`src/rtl/sram_seq_pkg.sv`:
```
// Shared types and widths for the Avalon-MM to async-SRAM sequencer.
package sram_seq_pkg;

  localparam int unsigned CNT_W   = 4;
  localparam int unsigned SRAM_AW = 18;
  localparam int unsigned SRAM_DW = 16;

  typedef enum logic [2:0] {
    IDLE = 3'd0,
    RD   = 3'd1,
    WR_S = 3'd2,
    WR_P = 3'd3,
    WR_H = 3'd4
  } state_e;

endpackage

```
`src/rtl/sram_avalon_sequencer.sv`:
```
// Avalon-MM slave that converts single-word reads/writes into timed async-SRAM
// cycles; every SRAM pin and the read data are registered.
module sram_avalon_sequencer
  import sram_seq_pkg::*;
#(
  parameter int unsigned READ_WAIT = 2,
  parameter int unsigned WR_SETUP  = 1,
  parameter int unsigned WR_PULSE  = 2,
  parameter int unsigned WR_HOLD   = 1
) (
  input  logic                 iCLK,
  input  logic                 iRST_N,
  input  logic [SRAM_AW-1:0]   avs_address,
  input  logic                 avs_read,
  input  logic                 avs_write,
  input  logic [1:0]           avs_byteenable,
  input  logic [SRAM_DW-1:0]   avs_writedata,
  output logic                 avs_waitrequest,
  output logic [SRAM_DW-1:0]   avs_readdata,
  output logic                 avs_readdatavalid,
  output logic [SRAM_AW-1:0]   oSRAM_ADDR,
  output logic [SRAM_DW-1:0]   oSRAM_DATA,
  output logic                 oSRAM_CE_N,
  output logic                 oSRAM_OE_N,
  output logic                 oSRAM_WE_N,
  output logic                 oSRAM_UB_N,
  output logic                 oSRAM_LB_N,
  input  logic [SRAM_DW-1:0]   iSRAM_DATA
);

  state_e               state_q, state_d;
  logic [CNT_W-1:0]     cnt_q, cnt_d;
  logic [SRAM_AW-1:0]   addr_q, addr_d;
  logic [SRAM_DW-1:0]   data_q, data_d;
  logic [1:0]           be_q, be_d;
  logic                 ce_n_q, ce_n_d;
  logic                 oe_n_q, oe_n_d;
  logic                 we_n_q, we_n_d;
  logic                 ub_n_q, ub_n_d;
  logic                 lb_n_q, lb_n_d;
  logic [SRAM_DW-1:0]   rdata_q, rdata_d;
  logic                 rvalid_q, rvalid_d;
  logic                 wait_q, wait_d;

  // State, counter, latched request and registered pins
  always_ff @(posedge iCLK or negedge iRST_N) begin
    if (!iRST_N) begin
      state_q  <= IDLE;
      cnt_q    <= '0;
      addr_q   <= '0;
      data_q   <= '0;
      be_q     <= '0;
      ce_n_q   <= 1'b1;
      oe_n_q   <= 1'b1;
      we_n_q   <= 1'b1;
      ub_n_q   <= 1'b1;
      lb_n_q   <= 1'b1;
      rdata_q  <= '0;
      rvalid_q <= 1'b0;
      wait_q   <= 1'b0;
    end else begin
      state_q  <= state_d;
      cnt_q    <= cnt_d;
      addr_q   <= addr_d;
      data_q   <= data_d;
      be_q     <= be_d;
      ce_n_q   <= ce_n_d;
      oe_n_q   <= oe_n_d;
      we_n_q   <= we_n_d;
      ub_n_q   <= ub_n_d;
      lb_n_q   <= lb_n_d;
      rdata_q  <= rdata_d;
      rvalid_q <= rvalid_d;
      wait_q   <= wait_d;
    end
  end

  // Next state: counter holds remaining cycles minus one in the current phase
  always_comb begin
    state_d = state_q;
    cnt_d   = cnt_q;
    addr_d  = addr_q;
    data_d  = data_q;
    be_d    = be_q;
    case (state_q)
      IDLE: begin
        if (avs_write || avs_read) begin
          addr_d = avs_address;
          data_d = avs_writedata;
          be_d   = avs_byteenable;
        end
        // Write wins when both are requested; the read is dropped
        if (avs_write) begin
          state_d = WR_S;
          cnt_d   = CNT_W'(WR_SETUP - 1);
        end else if (avs_read) begin
          state_d = RD;
          cnt_d   = CNT_W'(READ_WAIT - 1);
        end
      end
      RD: begin
        if (cnt_q == '0) state_d = IDLE;
        else             cnt_d   = cnt_q - CNT_W'(1);
      end
      WR_S: begin
        if (cnt_q == '0) begin
          state_d = WR_P;
          cnt_d   = CNT_W'(WR_PULSE - 1);
        end else begin
          cnt_d = cnt_q - CNT_W'(1);
        end
      end
      WR_P: begin
        if (cnt_q == '0) begin
          state_d = WR_H;
          cnt_d   = CNT_W'(WR_HOLD - 1);
        end else begin
          cnt_d = cnt_q - CNT_W'(1);
        end
      end
      WR_H: begin
        if (cnt_q == '0) state_d = IDLE;
        else             cnt_d   = cnt_q - CNT_W'(1);
      end
      default: state_d = IDLE;
    endcase
  end

  // Pin values follow the state being entered so they line up with it
  always_comb begin
    ce_n_d   = 1'b1;
    oe_n_d   = 1'b1;
    we_n_d   = 1'b1;
    ub_n_d   = 1'b1;
    lb_n_d   = 1'b1;
    rdata_d  = rdata_q;
    rvalid_d = 1'b0;
    wait_d   = (state_d != IDLE);
    case (state_d)
      RD: begin
        ce_n_d = 1'b0;
        oe_n_d = 1'b0;
        ub_n_d = 1'b0;
        lb_n_d = 1'b0;
      end
      WR_S, WR_H: begin
        ce_n_d = 1'b0;
        ub_n_d = ~be_d[1];
        lb_n_d = ~be_d[0];
      end
      WR_P: begin
        ce_n_d = 1'b0;
        we_n_d = 1'b0;
        ub_n_d = ~be_d[1];
        lb_n_d = ~be_d[0];
      end
      default: ;
    endcase
    if (state_q == RD && state_d == IDLE) begin
      rdata_d  = iSRAM_DATA;
      rvalid_d = 1'b1;
    end
  end

  assign avs_waitrequest   = wait_q;
  assign avs_readdata      = rdata_q;
  assign avs_readdatavalid = rvalid_q;
  assign oSRAM_ADDR        = addr_q;
  assign oSRAM_DATA        = data_q;
  assign oSRAM_CE_N        = ce_n_q;
  assign oSRAM_OE_N        = oe_n_q;
  assign oSRAM_WE_N        = we_n_q;
  assign oSRAM_UB_N        = ub_n_q;
  assign oSRAM_LB_N        = lb_n_q;

endmodule

```
`config.mk`:
```
export PLATFORM = sky130hd
export DESIGN_NAME = sram_avalon_sequencer
export DESIGN_NICKNAME = d
export VERILOG_FILES = /design/src/rtl/sram_seq_pkg.sv /design/src/rtl/sram_avalon_sequencer.sv
export SDC_FILE = /design/constraint.sdc
export NUM_CORES = 1
export LEC_CHECK = 0
export CAP_MARGIN = 20
export CORE_UTILIZATION = 44
export CTS_BUF_LIST = sky130_fd_sc_hd__clkbuf_2
export DETAILED_ROUTE_END_ITERATION = 6
export PLACE_DENSITY = 0.82
export SLEW_MARGIN = 0
export SYNTH_ARGS = -nofsm -noshare
export SYNTH_HDL_FRONTEND = slang
export SYNTH_SLANG_ARGS = --single-unit
export TNS_END_PERCENT = 10
```
`constraint.sdc`:
```
create_clock -name iCLK -period 2.7 [get_ports iCLK]
set_input_delay 0.27 -clock iCLK [delete_from_list [all_inputs] [get_ports iCLK]]
set_output_delay 0.27 -clock iCLK [all_outputs]
set_load 0.05 [all_outputs]
```
Word-level counts from Yosys, hierarchy flattened
Index checks and enable logic that the tools add are counted.
{"block": "op_classes", "n_reduce_logical": 12, "n_addsub": 1, "n_bitwise": 2, "mux": 20, "eq_ne": 10}
{"op": "4-bit two-way mux", "count": 5}
{"op": "4-bit one-hot mux with 4 select lines", "count": 1}
{"op": "3-bit two-way mux", "count": 5}
{"op": "3-bit by 2-bit == test with 1-bit output, second input constant", "count": 4}
{"op": "3-bit one-hot mux with 4 select lines", "count": 1}
{"op": "3-bit by 1-bit == test with 1-bit output, second input constant", "count": 2}
{"op": "3-bit == test, second input constant", "count": 2}
{"op": "3-bit logical NOT", "count": 2}
{"op": "4-bit logical NOT", "count": 1}
{"op": "1-bit two-way mux", "count": 4}
{"op": "2-bit two-way mux", "count": 2}
{"op": "1-bit one-hot mux with 2 select lines", "count": 2}
{"op": "4-bit nonzero test", "count": 1}
{"op": "4-bit OR reduction", "count": 1}
{"op": "4-bit by 1-bit subtractor with 4-bit output, second input constant", "count": 1}
{"op": "3-bit != test, second input constant", "count": 1}
{"op": "3-bit AND reduction", "count": 1}
{"op": "3-bit nonzero test", "count": 1}
{"op": "3-bit OR reduction", "count": 1}
{"op": "2-bit != test, second input constant", "count": 1}
{"op": "1-bit inverter", "count": 2}
{"op": "2-bit AND reduction", "count": 1}
{"op": "2-bit OR reduction", "count": 1}
{"op": "1-bit logical AND", "count": 1}
{"op": "1-bit logical OR", "count": 1}
{"block": "totals", "output_inout_bits": 57, "reg_bits": 66, "word_cells": 58}

Depth between registers and ports, before layout
Gate-level depths: netlist of the first run.
{"block": "depth", "word_depth": 6, "ltp_mapped": 7}

Worst setup path before layout of the first run
Ideal clock, no wire load.
{"block": "synth_timing", "kind": "register to register", "start": "reg cnt_q[0]", "end": "reg rdata_q[0] (netlist: avs_readdata[0])", "path_buffers": 2, "t_required_ns": 2.575, "setup_slack_ns": 0.619, "path_stages_with_launch": 8, "setup_time_ns": 0.125, "period_less_slack_ns": 2.081, "arrival_ns": 1.956, "cell_sequence": "dfrtp_1 inv_1 ha_1 or3b_4 or3_1 buf_6 buf_12 mux2_4"}
{"block": "synth_via", "elab_chain_len": 5, "elab_cells_between_ends": 7}
{"item": "from (decl)", "line_no": "sram_avalon_sequencer.sv:32", "source": "logic [CNT_W-1:0] cnt_q, cnt_d;"}
{"item": "from (signal assigned)", "line_no": "sram_avalon_sequencer.sv:63", "source": "cnt_q <= cnt_d;"}
{"item": "4-bit logical NOT (*)"}
{"item": "3-bit two-way mux (on tied branches)"}
{"item": "3-bit one-hot mux with 4 select lines (*)", "line_no": "sram_avalon_sequencer.sv:85", "source": "case (state_q)"}
{"item": "3-bit logical NOT (*)", "line_no": "sram_avalon_sequencer.sv:159", "source": "if (state_q == RD && state_d == IDLE) begin"}
{"item": "1-bit logical AND (*)", "line_no": "sram_avalon_sequencer.sv:159"}
{"item": "to (signal assigned)", "line_no": "sram_avalon_sequencer.sv:72", "source": "rdata_q <= rdata_d;"}
{"item": "to (decl)", "line_no": "sram_avalon_sequencer.sv:41", "source": "logic [SRAM_DW-1:0] rdata_q, rdata_d;"}
Every way passes the cells marked *; elsewhere a longest branch is shown, timed or not.
A chain may end at the register's enable or synchronous reset.

Worst setup path in the final report of the first run
{"block": "layout_timing", "start": "reg cnt_q[0]", "end": "reg rdata_q[14] (netlist: avs_readdata[14])"}
Same word-level chain as after synthesis.

==> results of run 1 <==
[registers in the layout, indices dropped and copies added, names as in the netlist, 2 cells and up]
name / flops
oSRAM_ADDR: 18
avs_readdata: 16
state_q: 3
cnt_q: 4
oSRAM_DATA: 16
be_q: 2
[power by group through the flow]
stage | clock (W) | sequential, W | combinational [W]
2_1_floorplan | 0 | 0.00326 | 0.000847
5_1_grt | 0.000720 | 0.00184 | 0.00363
4_1_cts | 0.000681 | 0.00178 | 0.00349
3_3_place_gp | 0 | 0.00177 | 0.00342
6_report | 0.000667 | 0.00177 | 0.00346
3_5_place_dp | 0 | 0.00180 | 0.00348
[area by class of cell]
cell class | count | area (µm²)
fillers | 423 | 1900
clock inverters | 7 | 93.8
flip-flops and latches | 66 | 1660
multi-input cells | 101 | 965
well taps | 75 | 93.8
clock buffers | 9 | 45.0
inverters | 9 | 33.8
repair buffers | 117 | 1170
[worst register-to-register path: cells and delay by family, from the launching register on]
family,cells,cell delay [ps]
mux,1,430
fa+ha+maj,1,190
flops,1,440
simple gates,2,1130
buf+inv,1,130
[routing by layer]
metal | GRT usage, % | share of wire [%] | up-vias
li1 | - | - | 890
met1 | 25.9 | 42 | 907
met2 | 30.7 | 47 | 89
met3 | 5.45 | 9.2 | 13
met4 | 9.64 | 2.0 | 0
met5 | 0 | 0 | -
[synth_stat cells]
library cell	number	area share, %
o31a_1	1	0.32
a311oi_1	1	0.32
inv_1	9	1.2
o21ba_2	1	0.37
o21ai_0	4	0.74
a221oi_1	1	0.32
ha_1	2	0.92
nand3_1	3	0.55
mux2_4	9	5.0
or4bb_2	1	0.46
a32oi_1	1	0.32
nand2b_1	3	0.69
a31oi_1	1	0.23
mux2_2	42	17
a21o_1	2	0.55
buf_2	5	0.92
or3b_4	1	0.41
o21bai_1	2	0.55
buf_6	1	0.41
o221ai_1	1	0.32
dfstp_2	5	4.8
nor2_1	5	0.69
buf_12	1	0.74
a2bb2oi_1	2	0.64
nor3b_1	1	0.28
dfrtp_1	61	56
a211oi_1	1	0.28
or3_1	1	0.23
a21boi_0	3	0.83
a21oi_1	2	0.37
nand2_1	2	0.28
or3_2	1	0.28
nor2b_1	1	0.23
clkbuf_1	2	0.28
mux2i_1	4	1.5
and2_1	2	0.46
[cell usage in the layout, fill, tap and decap left out, types with 2 or more instances in the layout]
| cell | instances |
|---|---|
| clkinv_4 | 2 |
| ha_1 | 2 |
| a21boi_0 | 3 |
| a21o_1 | 2 |
| mux2_2 | 42 |
| dfstp_2 | 5 |
| and2_1 | 2 |
| inv_1 | 9 |
| buf_4 | 3 |
| o21ai_0 | 4 |
| clkdlybuf4s50_1 | 111 |
| a21oi_1 | 2 |
| a2bb2oi_1 | 2 |
| clkbuf_2 | 9 |
| nor2_1 | 5 |
| mux2i_1 | 4 |
| nand3_1 | 3 |
| dfrtp_1 | 61 |
| bufinv_16 | 2 |
| mux2_4 | 9 |
| nand2_1 | 2 |
| o21bai_1 | 2 |
| nand2b_1 | 3 |
[stage by stage]
stage                     utilization, %  power (W)
after global routing                68.1    0.00619
after detailed placement            65.6    0.00528
final                               68.1    0.00590
after global placement              65.6    0.00519
after floorplan                        -    0.00410
after CTS                           68.1    0.00595
[repair_timing]
item,CTS,global route
hold buffers,1,0
endpoints found under the hold margin,22,0
endpoints found under the setup margin,0,0
[final timing paths]
check                              start                to  slack, ps  cells after the start
setup reg to reg                cnt_q[0]  avs_readdata[14]        270                      5
setup / recovery                cnt_q[0]  avs_readdata[14]        270                      5
hold reg to reg                  be_q[1]           be_q[1]        510                      2
max in group asynchronous         iRST_N        oSRAM_LB_N       1640                      3
min in group iCLK          iSRAM_DATA[2]   avs_readdata[2]        380                      2
hold / removal                    iRST_N     oSRAM_DATA[8]        300                      2
[kinds of logic (layout without fill, tap and decap cells)]
kind of cell / count (synthesis) / after routing / share of synthesized area [%]
flip-flops: 66 / 66 / 60.9
multiplexers: 55 / 55 / 23.8
AO/OA/AOI/OAI: 23 / 23 / 6.16
AND/OR/NAND/NOR: 21 / 21 / 4.55
buffers and inverters: 18 / 142 / 3.59
adder cells (fa/ha/maj): 2 / 2 / 0.920
==> metrics.yaml, run 1 <==
pre_cts_slack_ps: 289
diodes: 0
rsz0062_at_grt: "no"
p_seq_share_pct: 30.1
max_slew_margin_pct: 42.5
drt-pass1-iter-count: 4
max_freq_mhz: 412
clkPwrFrac_pct: 11.3
place_hpwl_mm: 4.53
avgSynthCellArea_um2: 14.7
clkSlewWorstSetupHoldPaths_ps: 190
ys_ff_latch: 66
critPathBufInv: 1
die_h_um: 80.6
synthCells: 185
hold_viol_final: 0
drv_cap: 0
ant_nets: 0
p_sw_share_pct: 46.7
critical_path_required_ps: 3080
rows: 28
syn_area_um2: 2720
drc: 0
design_area_um2: 4060
status: "finished clean"
ys_warn_count: 0
area_delta_synth_final_pct: 49.2
ys_types: 36
critPathMaxStageDelay_ps: 720
leakagePower_nw: 1.74
setup_viol_count_final: 0
syn_nets: 243
slew_viol_final: 0
antenna_found_initial: 0
fin_setup_tns_ps: 0
wl_mm: 6.09
combPwrFrac_pct: 58.6
cp-end-kind: "flip-flop"
track_usage_pct: 19.9
power_switching_w: 0.00275
clockBufferDepth: 2
crit_type: "flip-flop to flip-flop"
grt_start_max_net_pins: 37
peakVddDrop_v: 0.000809
power.density_nw_per_um2: 1450
crit_family: "simple AND/OR/NAND/NOR gates"
synth-seq-area-share_pct: 60.9
fp.dieW_um: 80.6
worst_pin_slew_ps: 862
coreArea_um2: 5960
drive_above_1_share_pct: 25.9
stdcell_count: 384
fin_crit_sh_pct: 90.0
start_util_pct: 45.7
die-area_um2: 6500
cp_max_fo: 17
whs_ps: 296
cts_made_buffers: 9
place_area_um2: 3910
grt.overflow.total: 0
setup_slack_ps: 271
skew_ps: 20.7
cp_cell_sequence: "inv_1, ha_1, or3b_4, or3_1, mux2_4"
avgRoutedWirePerCell_um: 15.9
clk_latency_ps: 470
fin_crit_ps: 2430
cts_tree: "yes"
placedCellCount: 367
grt_pass1_wl_mm: 9.47
ios: 113
place.gp.congestion: 0.814
cts_max_level: 3
critical-path-slowest-cell: "or3_1"
vias: 1899
power.internal_w: 0.00314
cts_root_buffer: "clkbuf_2"
hp-class: "input pin to asynchronous set/reset pin"
fin_nets: 362
grt_pass1_vias: 1907
post_cts_resized: 0
cts_sinks: 66
startpoint_type: "flip-flop"
viasPerCell: 4.95
post_cts_buffers: 0
drt_iter0_drc: 71
arrival_ps: 2810
place.port_buffers: 112
Note: power is estimated with default switching activity, not from simulation.
==> inputs of run 2 (changes only) <==
- CAP_MARGIN: 20 -> not set
- TNS_END_PERCENT: 10 -> not set
==> results of run 2 <==
Final layout, timing and power as in run 1 (identical DEF).
